<file path="src/rtl/add_sub_seq.sv">
// -----------------------------------------------------------------------------
// add_sub_seq
//
// Multi-cycle add/subtract unit. A DATA_SIZE-bit operand pair is processed
// CHUNK_SIZE bits per clock, and the carry ripples between cycles through a
// register. A start/ready/done handshake frames each operation. The carry,
// signed-overflow and zero flags are registered alongside the result. The
// carry flag doubles as the stored carry consumed by ADC/SBB, which lets the
// sequencer chain several words into one multi-word operation.
//
// Parameters
//   DATA_SIZE   operand/result width in bits
//   CHUNK_SIZE  bits processed per cycle (must divide DATA_SIZE exactly)
//
// Ports
//   clk_in        clock, all logic on the rising edge
//   rst_in        synchronous active-high reset
//   start_in      request, accepted only while ready_out is high
//   a_in, b_in    operands, captured on accept
//   mode_in       00 ADD, 01 SUB, 10 ADC, 11 SBB, captured on accept
//   ready_out     high while idle
//   done_out      one-cycle pulse when result/flags have just been updated
//   result_out    result, held until the next done
//   carry_out     carry out of the MSB (for SUB/SBB, 1 = no borrow)
//   overflow_out  signed two's-complement overflow
//   zero_out      result_out == 0
// -----------------------------------------------------------------------------
module add_sub_seq #(
    parameter int DATA_SIZE  = 16,
    parameter int CHUNK_SIZE = 4
) (
    input  logic                 clk_in,
    input  logic                 rst_in,
    input  logic                 start_in,
    input  logic [DATA_SIZE-1:0] a_in,
    input  logic [DATA_SIZE-1:0] b_in,
    input  logic [1:0]           mode_in,
    output logic                 ready_out,
    output logic                 done_out,
    output logic [DATA_SIZE-1:0] result_out,
    output logic                 carry_out,
    output logic                 overflow_out,
    output logic                 zero_out
);

    localparam int NUM_CHUNKS = DATA_SIZE / CHUNK_SIZE;
    // The index counts up to NUM_CHUNKS inclusive. The extra value marks
    // "all chunks consumed" and gives the cycle in which the flags are registered.
    localparam int IDX_W = $clog2(NUM_CHUNKS + 1);
    localparam logic [IDX_W-1:0] ALL_CHUNKS = IDX_W'(NUM_CHUNKS);

    localparam logic [1:0] IDLE = 2'd0;
    localparam logic [1:0] BUSY = 2'd1;
    localparam logic [1:0] DONE = 2'd2;

    // Control and architectural state (reset)
    logic [1:0]           state_q,  state_d;
    logic [IDX_W-1:0]     idx_q,    idx_d;
    logic [DATA_SIZE-1:0] result_q, result_d;
    logic                 carry_q,  carry_d;   // carry flag and stored carry
    logic                 ovf_q,    ovf_d;
    logic                 zero_q,   zero_d;

    // Datapath working registers (not reset)
    logic [DATA_SIZE-1:0] a_q,   a_d;    // shifts right one chunk per cycle
    logic [DATA_SIZE-1:0] b_q,   b_d;    // holds B' (already inverted for SUB/SBB)
    logic [DATA_SIZE-1:0] sum_q, sum_d;  // chunks enter at the top and shift down
    logic                 cy_q,  cy_d;   // ripple carry between chunks
    logic                 vf_q,  vf_d;   // overflow of the most recent chunk

    // Per-chunk adder
    logic [CHUNK_SIZE-1:0]           chunk_a;
    logic [CHUNK_SIZE-1:0]           chunk_b;
    logic [CHUNK_SIZE:0]             chunk_sum;
    logic                            msb_cin;
    logic [DATA_SIZE+CHUNK_SIZE-1:0] sum_ins;

    always_comb begin
        chunk_a   = a_q[CHUNK_SIZE-1:0];
        chunk_b   = b_q[CHUNK_SIZE-1:0];
        chunk_sum = {1'b0, chunk_a} + {1'b0, chunk_b} + {{CHUNK_SIZE{1'b0}}, cy_q};
        // Carry into the chunk's top bit. Only the value from the last chunk
        // (the true operand MSB) survives into the overflow flag.
        msb_cin   = chunk_a[CHUNK_SIZE-1] ^ chunk_b[CHUNK_SIZE-1] ^ chunk_sum[CHUNK_SIZE-1];
        // The new chunk goes in at the top and everything shifts down one
        // chunk. After NUM_CHUNKS steps the first chunk sits at bit 0.
        sum_ins   = {chunk_sum[CHUNK_SIZE-1:0], sum_q} >> CHUNK_SIZE;
    end

    always_comb begin
        // NOTE: every signal gets a default first, so no path through the case
        // leaves one unassigned and no latch is inferred.
        state_d  = state_q;
        idx_d    = idx_q;
        result_d = result_q;
        carry_d  = carry_q;
        ovf_d    = ovf_q;
        zero_d   = zero_q;
        a_d      = a_q;
        b_d      = b_q;
        sum_d    = sum_q;
        cy_d     = cy_q;
        vf_d     = vf_q;

        case (state_q)
            IDLE: begin
                if (start_in) begin
                    a_d     = a_in;
                    // mode bit 0 selects subtraction, mode bit 1 selects stored-carry cin
                    b_d     = mode_in[0] ? ~b_in : b_in;
                    cy_d    = mode_in[1] ? carry_q : mode_in[0];
                    idx_d   = '0;
                    state_d = BUSY;
                end
            end

            BUSY: begin
                if (idx_q == ALL_CHUNKS) begin
                    result_d = sum_q;
                    carry_d  = cy_q;
                    ovf_d    = vf_q;
                    zero_d   = (sum_q == '0);
                    state_d  = DONE;
                end else begin
                    a_d   = a_q >> CHUNK_SIZE;
                    b_d   = b_q >> CHUNK_SIZE;
                    sum_d = sum_ins[DATA_SIZE-1:0];
                    cy_d  = chunk_sum[CHUNK_SIZE];
                    vf_d  = msb_cin ^ chunk_sum[CHUNK_SIZE];
                    idx_d = idx_q + IDX_W'(1);
                end
            end

            DONE: begin
                state_d = IDLE;
            end

            default: begin
                state_d = IDLE;
            end
        endcase
    end

    // NOTE: sequential state uses non-blocking assignments only, so every flop
    // samples the pre-edge value of every other flop.
    always_ff @(posedge clk_in) begin
        if (rst_in) begin
            state_q  <= IDLE;
            idx_q    <= '0;
            result_q <= '0;
            carry_q  <= 1'b0;
            ovf_q    <= 1'b0;
            zero_q   <= 1'b0;
        end else begin
            state_q  <= state_d;
            idx_q    <= idx_d;
            result_q <= result_d;
            carry_q  <= carry_d;
            ovf_q    <= ovf_d;
            zero_q   <= zero_d;
        end
    end

    // NOTE: the working datapath registers are always written before they are
    // read in an operation, so they carry no reset.
    always_ff @(posedge clk_in) begin
        a_q   <= a_d;
        b_q   <= b_d;
        sum_q <= sum_d;
        cy_q  <= cy_d;
        vf_q  <= vf_d;
    end

    assign ready_out    = (state_q == IDLE);
    assign done_out     = (state_q == DONE);
    assign result_out   = result_q;
    assign carry_out    = carry_q;
    assign overflow_out = ovf_q;
    assign zero_out     = zero_q;

endmodule
</file>
<file path="config.mk">
export PLATFORM = sky130hd
export DESIGN_NAME = add_sub_seq
export DESIGN_NICKNAME = d
export VERILOG_FILES = /design/src/rtl/add_sub_seq.sv
export SDC_FILE = /design/constraint.sdc
export NUM_CORES = 1
export LEC_CHECK = 0
export ABC_CLOCK_PERIOD_IN_PS = 3440
export CAP_MARGIN = 30
export CORE_MARGIN = 2
export CORE_UTILIZATION = 51
export CTS_CLUSTER_DIAMETER = 30
export DETAILED_ROUTE_END_ITERATION = 10
export PLACE_DENSITY = 0.8
export REMOVE_ABC_BUFFERS = 1
export SETUP_SLACK_MARGIN = 0.1
export SYNTH_ARGS = -nofsm -noshare
export SYNTH_HDL_FRONTEND = slang
export SYNTH_SLANG_ARGS = --single-unit
</file>
<file path="constraint.sdc">
create_clock -name clk_in -period 3.44 [get_ports clk_in]
set_clock_uncertainty 0.15 [all_clocks]
set_input_delay 0.688 -clock clk_in [delete_from_list [all_inputs] [get_ports clk_in]]
set_output_delay 0.688 -clock clk_in [all_outputs]
set_load 0.01 [all_outputs]
</file>
# --- Yosys cells after proc, flatten, opt, wreduce, memory -nomap -nowiden ---
# Cells that the tools add are included.
classes:
  n_bitwise: 5
  n_mux: 17
  n_reduce_logical: 7
  n_eq_ne: 6
  addsub: 3
ops:
  columns: ["cell", "count"]
  rows:
  - ["16-bit two-way mux", 5]
  - ["16-bit one-hot mux with 2 select lines", 2]
  - ["16-bit zero test", 1]
  - ["16-bit inverter", 1]
  - ["3-bit two-way mux", 2]
  - ["2-bit != test, second input constant", 3]
  - ["3-bit one-hot mux with 2 select lines", 1]
  - ["2-bit AND reduction", 3]
  - ["4-bit by 4-bit adder with 5-bit output", 1]
  - ["5-bit by 1-bit adder with 5-bit output", 1]
  - ["2-bit two-way mux", 2]
  - ["2-bit one-hot mux with 2 select lines", 1]
  - ["3-bit by 1-bit adder with 3-bit output, second input constant", 1]
  - ["3-bit == test, second input constant", 1]
  - ["1-bit two-way mux", 3]
  - ["3-bit AND reduction", 1]
  - ["1-bit bitwise XOR", 3]
  - ["2-bit by 1-bit == test with 1-bit output, second input constant", 1]
  - ["2-bit == test, second input constant", 1]
  - ["2-bit zero test", 1]
  - ["1-bit one-hot mux with 2 select lines", 1]
  - ["2-bit nonzero test", 1]
  - ["1-bit inverter", 1]
totals:
  out_inout_bits: 21
  wordCells: 49
  register_bits: 74

# --- Longest topological paths before layout ---
# Gate-level depths: netlist of the first run.
logic_depth:
  depth_word: 4
  ltp_mapped: 7

# --- Worst setup path before layout of the first run ---
# OpenSTA, ideal clock, no wires.
synth_timing:
  path_kind: "register to register"
  from: "reg idx_q[0]"
  to: "reg a_q[0] (enable)"
  arrival_ns: 1.929
  slack_ns: 0.974
  path_buffers: 0
  stages_incl_launch_ff: 6
  setup_time_ns: 0.388
  period_less_slack_ns: 2.466
  cell_sequence: "dfxtp_1 inv_1 ha_1 and3_1 or3_2 inv_1"
synth_via:
  elab_chain_len: 3
synth_rtl:
  columns: ["item", "line", "source"]
  rows:
  - ["from (decl)", "58", "logic [IDX_W-1:0] idx_q, idx_d;"]
  - ["from (signal assigned)", "156", "idx_q <= idx_d;"]
  - ["3-bit == test", "118", "if (idx_q == ALL_CHUNKS) begin"]
  - ["2-bit != test (no source line)", null, null]
  - ["3-bit AND reduction (no source line)", null, null]
  - ["to (signal assigned)", "167", "a_q <= a_d;"]
  - ["to (decl)", "65", "logic [DATA_SIZE-1:0] a_q, a_d;"]
# No other way between the ends.
# A chain may end at the register's enable or synchronous reset.

# --- Worst setup path after layout of the first run ---
layout_timing:
  from: "in start_in"
  to: "reg b_q[0] (enable)"
layout_via:
  elab_chain_len: 2
layout_rtl:
  columns: ["item", "line", "source"]
  rows:
  - ["from (decl)", "34", "input logic start_in,"]
  - ["2-bit != test (no source line)", null, null]
  - ["3-bit AND reduction (no source line)", null, null]
  - ["to (signal assigned)", "168", "b_q <= b_d;"]
  - ["to (decl)", "66", "logic [DATA_SIZE-1:0] b_q, b_d;"]
# No other way between the ends.

==> results of run 1 <==
[cells in the mapped netlist, types with 2 or more instances]
master     n
fa_1       2
and3_1     2
xnor2_1   18
a21oi_1   21
buf_2      4
nor2b_1    3
nor4_1     4
edfxtp_1  50
nor2_1    10
and2_1     4
nand2_1   84
clkbuf_1  11
dfxtp_1   24
inv_1     11
o21ai_0   13
xor2_1     2
ha_1       5
[final cells by class]
cell class | instances | share of cell area, %
repair buffers | 62 | 15.4
clock inverters | 1 | 0.158
multi-input cells | 182 | 25.2
flip-flops and latches | 74 | 50.0
inverters | 11 | 1.04
clock buffers | 15 | 5.81
well taps | 75 | 2.37
[critical path, stage by stage]
cell,delay (ps)
clkdlybuf4s50_1,490
nor2_1,60
or3_2,460
inv_1,80
buf_4,370
[layer usage]
metal	global-route usage (%)	up-vias	routed length, um
li1	-	1062	-
met1	18.4	1002	2210
met2	32.0	68	2670
met3	6.92	6	350
met4	4.50	0	33
met5	0	-	0
[how the worst min path moves through the flow]
stage / slack (ps) / start / depth (start not counted) / end
5_1_grt: 320 / result_out[4] / 2 / result_out[4]
6_report: 300 / result_out[2] / 2 / result_out[2]
3_5_place_dp: 300 / result_out[2] / 2 / result_out[2]
4_1_cts: 310 / overflow_out / 2 / overflow_out
2_1_floorplan: 300 / sum_q[15] / 0 / sum_q[11]
3_3_place_gp: 290 / result_out[0] / 2 / result_out[0]
[state kept, by name (all words and copies together), names as in the netlist]
register / flops
zero_out: 1
idx_q: 3
state_q: 2
carry_out: 1
result_out: 16
a_q: 16
cy_q: 1
vf_q: 1
overflow_out: 1
b_q: 16
sum_q: 16
[power groups by stage]
stage	sequential, uW	combinational [uW]	clock, uW
2_1_floorplan	1080	120	0
3_3_place_gp	1090	194	0
3_5_place_dp	1090	209	0
4_1_cts	1070	211	752
5_1_grt	1080	236	786
6_report	1070	208	734
[kinds of logic after synthesis]
family	count (synthesis)	share of synthesized area [%]
AOI/OAI and AO/OA	39	6.89
xor gates and xnor gates	20	5.67
buffers and inverters	27	3.56
adders and majority gates	7	3.32
muxes	1	0.324
DFF	74	64.2
and+or+nand+nor	115	16.1
[stage by stage]
step	setup slack, ps	instance area [um^2]	total power, uW	hold slack (ps)
CTS	1110	3960	2040	309
floorplan	351	3020	1200	300
global placement	792	3720	1280	292
global route	944	3960	2100	322
detailed placement	767	3720	1300	299
finish	1110	3960	2020	305
==> metrics.md, run 1 <==
| Metric | Value |
|---|---|
| Register area share after synthesis | 64.2% |
| RR Startpoint | idx_q[0] |
| Register area | roughly 0.002 mm^2 |
| Nets | ~380 |
| Class of the worst hold path | reg2reg |
| Pin count of the biggest net entering global routing | 45 |
| Pint | between 1500 and 2000 uW |
| Worst Tran Pin Value | 775 ps |
| Layout cells sized above 1 | under 10% |
| Async SR Flop Fraction | 0% |
| Post-CTS Hold Buffers | 0 |
| CTS Sinks | 74 |
| Top area cells in the synthesized netlist | edfxtp_1, dfxtp_1, nand2_1 |
| GP Congestion | 0.775 |
| PwrDens | a little over 500 mW/mm^2 |
| Slew headroom | roughly half |
| Post-synth EDFFs | 50 |
| Initial drt markers | 85 |
| DIE AREA | 0.00670 mm^2 |
| CTS max path bufs | 2 |
| Unrepaired setup endpoints after global routing | false |
| Rows | 28 |
| Status | finished clean |
| VDD IR max | approximately 0.40 mV |
| Synth top area share | about half |
| #FFs+latches synth | 74 |
| DR pass1 iterations | 4 |
| Worst setup SP type | input port |
| DPL Wire Length | roughly 3600 um |
| Io pins | between 50 and 60 |
| Synth cell types | 32 |
| Switching share of power | a little over a fifth |
| DRC | 0 |
| Reg-to-reg setup timing slack | roughly 1200 ps |
| Number of global-route vias before repair | roughly 2000 |
| Non-filler cells, final | 420 |
| Flop pwr share | a little over half |
| Area Overhead vs Synth | 28.2% |
| CP Class | in2reg |
| Crit path max fanout | 33 |
| Synth area leader | edfxtp_1 |
| Final Slew Violations | 0 |
| Total grt overflow | 0 |
| Area of the multi-input gates | 1000 um^2 |
| Synth Cell Area | ~0.0031 mm^2 |
| DRT Wirelength | ~5300 um |
| Clock Power Share | around 36% |
| CTS Buf Count | 9 |
| Core ar. | between 0.005 and 0.006 mm^2 |
| CP Capture Point | b_q[0] |
| Finish-stage setup viols | 0 |
| Reg-to-reg endpoint | b_q[0] |
| Die height | ~82 um |
| Tot GR Track Use | between 10% and 20% |
| Placed cell count | slightly above 400 |
| CTS clk-pin slew, worst paths | around 70 ps |
| Leading cell type in the layout, fill and taps excluded | nand2_1 |
| Layout fillers | between 400 and 500 |
| Vias | approximately 2100 |
| Worst EP arrival | approximately 2200 ps |
| Syn_area_per_cell | around 11 um^2 |
| Post-CTS Setup Inserts | 0 |
| Main synth FF type | edfxtp_1 |
| Leakage | 0.00148 uW |
| Die X | a little over 80 um |
| Critical Path Sink Type | flop |
| P_sw | between 400 and 500 uW |
| CP Data Required Time | about 3300 ps |
| Layout Utilization | 67.3% |
| Tmin final | around 2300 ps |
| Initial antenna violation count | 0 |
| H-tree depth | 3 |
| Initial core utilization | between 50% and 60% |
| Worst-skew pair later-pin latency | ~340 ps |
| Syn Inst Count | roughly 280 |
| Max Cap Viol | 0 |
| R2R cell count | 6 |
| Vias per cell | roughly 5.1 |
| First-pass GRT wire length | around 8600 um |
| Comb power frac | between 10% and 20% |
| Setup_tns | 0 ps |
| Tcrit/Tclk final | roughly two thirds |
| Clk root buf | clkbuf_8 |
| Post-CTS sizing | 0 |
| I/O Buffers | 57 |
| Achievable Freq | 0.430 GHz |
| WL per Instance | 12.5 um |
| TritonCTS clock tree | yes |
| Most frequent cells in the layout | nand2_1, clkdlybuf4s50_1, edfxtp_1, dfxtp_1, a21oi_1 |
| Final Hold Fails | 0 |
| Final ANT Viol Nets | 0 |
| ANT cells | 0 |
| CP startpoint | start_in |
| Syn. warnings | 0 |
No activity file was read; power rests on OpenSTA's default activity.
==> run 2, diff against run 1 <==
--- a/config.mk
+++ b/config.mk
@@ -5,7 +5,7 @@
 export SDC_FILE = /design/constraint.sdc
 export NUM_CORES = 1
 export LEC_CHECK = 0
-export ABC_CLOCK_PERIOD_IN_PS = 3440
+export ABC_CLOCK_PERIOD_IN_PS = 2400
 export CAP_MARGIN = 30
 export CORE_MARGIN = 2
 export CORE_UTILIZATION = 51
==> constraint.sdc (replaced) <==
create_clock -name clk_in -period 2.4 [get_ports clk_in]
set_clock_uncertainty 0.15 [all_clocks]
set_input_delay 0.48 -clock clk_in [delete_from_list [all_inputs] [get_ports clk_in]]
set_output_delay 0.48 -clock clk_in [all_outputs]
set_load 0.01 [all_outputs]
==> metrics.md, run 2 (synthesized netlist as in run 1, its figures left out) <==
| Metric | Value |
|---|---|
| Status | finished clean |
| H-tree depth | 3 (unchanged) |
| CTS max path bufs | 2 (unchanged) |
| Die height | 81.8 um (unchanged) |
| Critical Path Sink Type | flop |
| Register area | 0.00198 mm^2 (unchanged) |
| Final WS setup | 273 ps (-839 ps) |
| Unrepaired setup endpoints after global routing | false |
| Finish-stage setup viols | 0 (unchanged) |
| TritonCTS clock tree | yes |
| Critical path's slowest cell | or3_2 |
| Area of the multi-input gates | 1000 um^2 (unchanged) |
| DPL Wire Length | 3640 um (+1.2%) |
| WL per Instance | 12.4 um (-1.3%) |
| Layout fillers | 489 (+3.2%) |
| VDD IR max | 0.407 mV (+1.2%) |
| ANT cells | 0 (unchanged) |
| WL met2 | 2610 um (-2.1%) |
| Hold Slack | 303 ps (-1.84 ps) |
| Core ar. | 0.00589 mm^2 (unchanged) |
| Worst Tran Pin Value | 608 ps (-167 ps) |
| Worst-skew pair later-pin latency | 340 ps (about the same) |
| Slew headroom | 59.5% (+11 points) |
| Non-filler cells, final | 423 (+0.71%) |
| Final Slew Violations | 0 (unchanged) |
| Tmin final | ~2100 ps |
| Switching share of power | 22.9% (+1.3 points) |
| CP Class | reg2reg |
| Initial antenna violation count | 0 (unchanged) |
| Most frequent cells in the layout | nand2_1, clkdlybuf4s50_1, edfxtp_1, dfxtp_1, a21oi_1 |
| Clk root buf | clkbuf_8 |
| Placed cell count | 407 (+0.74%) |
| Flop pwr share | 57.2% (+3.9 points) |
| Total grt overflow | 0 (unchanged) |
| Initial drt markers | 91 (+7.1%) |
| CP max stage delay | 490 ps (about the same) |
| Layout Utilization | 66.8% (-0.47 points) |
| First-pass GRT wire length | 8370 um (-3.0%) |
| Post-CTS Setup Inserts | 0 (unchanged) |
| CTS clk-pin slew, worst paths | 70 ps (about the same) |
| Pin count of the biggest net entering global routing | 44 (-2.2%) |
| Max Cap Viol | 0 (unchanged) |
| Vias per cell | 4.88 (-4.1%) |
| DRC | 0 (unchanged) |
| Pint | 2080 uW (+31%) |
| Leakage | 0.00147 uW (-0.65%) |
| Top Metal Used | met4 |
| Layout cells sized above 1 | 7.76% (+0.51 points) |
| Number of global-route vias before repair | 1898 (-4.7%) |
| PwrDens | 684 mW/mm^2 (+34%) |
| Leading cell type in the layout, fill and taps excluded | nand2_1 |
| Clock Power Share | 31.8% (-4.6 points) |
| GP Congestion | 0.759 (-2.0%) |
| Crit-path cells | inv_1, ha_1, and3_1, or3_2, inv_1, buf_12 |
| Setup_tns | 0 ps (unchanged) |
| Rows | 28 (unchanged) |
| Pre-CTS worst setup slack | 103 ps (-664 ps) |
| Class of the worst hold path | reg2reg |
| Final Hold Fails | 0 (unchanged) |
| Final ANT Viol Nets | 0 (unchanged) |
| Nets | 387 (+0.78%) |
| CP Data Required Time | 2290 ps (-990 ps) |
| Area Overhead vs Synth | 27.3% |
| Post-CTS Hold Buffers | 0 (unchanged) |
| Crit path max fanout | 33 (unchanged) |
| Worst setup SP type | flop |
| Vias | 2065 (-3.4%) |
| DRT Wirelength | 5230 um (-0.57%) |
| Met3 wire length | 240 um (-31%) |
| CTS Sinks | 74 (unchanged) |
| DIE AREA | 0.00670 mm^2 (unchanged) |
| Post-CTS sizing | 0 (unchanged) |
| Achievable Freq | ~0.47 GHz |
| Tcrit/Tclk final | about nine tenths |
| Most used cell, CP | inv_1 |
| Worst EP arrival | 2010 ps (-160 ps) |
| Io pins | 58 (unchanged) |
| Initial core utilization | 52.5% (unchanged) |
| Comb power frac | 11.1% (+0.8 points) |
| P_sw | 615 uW (+41%) |
| I/O Buffers | 57 (unchanged) |
| Die X | 81.8 um (unchanged) |
| M1 wire length | 2280 um (+3.4%) |
| DR pass1 iterations | 4 (unchanged) |
| CTS Buf Count | 9 (unchanged) |
| Tot GR Track Use | 17.0% (-0.44 points) |
-- run 2: final timing paths --
kind | from | cells after the start | end | slack (ps)
worst max-delay path | idx_q[0] | 6 | b_q[14] | 270
worst min-delay path | overflow_out | 2 | overflow_out | 300
worst max register to register | idx_q[0] | 6 | b_q[14] | 270
worst min register to register | overflow_out | 2 | overflow_out | 300
-- run 2: worst max-delay path: cells and delay by family (launching register included) --
family | cells | cell delay [ps]
and+or+nand+nor | 2 | 690
buffers and inverters | 3 | 400
DFF | 1 | 330
adders and majority gates | 1 | 230
-- run 2: final cells by class --
class	instances	share of cell area (%)
multi-input cells	182	25.4
inverters	11	1.05
flip-flops and latches	74	50.4
repair buffers	65	16.3
clock inverters	3	0.382
well taps	75	2.39
clock buffers	13	4.04
-- run 2: routing by layer --
| metal | global-route usage, % | up-vias |
|---|---|---|
| li1 | - | 1067 |
| met3 | 3.74 | 10 |
| met2 | 28.5 | 60 |
| met5 | 0 | - |
| met4 | 9.00 | 0 |
| met1 | 20.4 | 928 |
-- run 2: power by group through the flow --
| stage | registers [uW] | logic (uW) | clock network (uW) |
|---|---|---|---|
| floorplan | 1550 | 172 | 0 |
| global placement | 1560 | 286 | 0 |
| detailed placement | 1570 | 299 | 0 |
| CTS | 1540 | 302 | 873 |
| global route | 1550 | 337 | 928 |
| finish | 1540 | 297 | 855 |
-- run 2: through the flow --
| stage | power, uW | cell area [um^2] |
|---|---|---|
| floorplan | 1720 | 3020 |
| global placement | 1850 | 3760 |
| detailed placement | 1870 | 3760 |
| CTS | 2710 | 3930 |
| global route | 2810 | 3930 |
| finish | 2690 | 3930 |
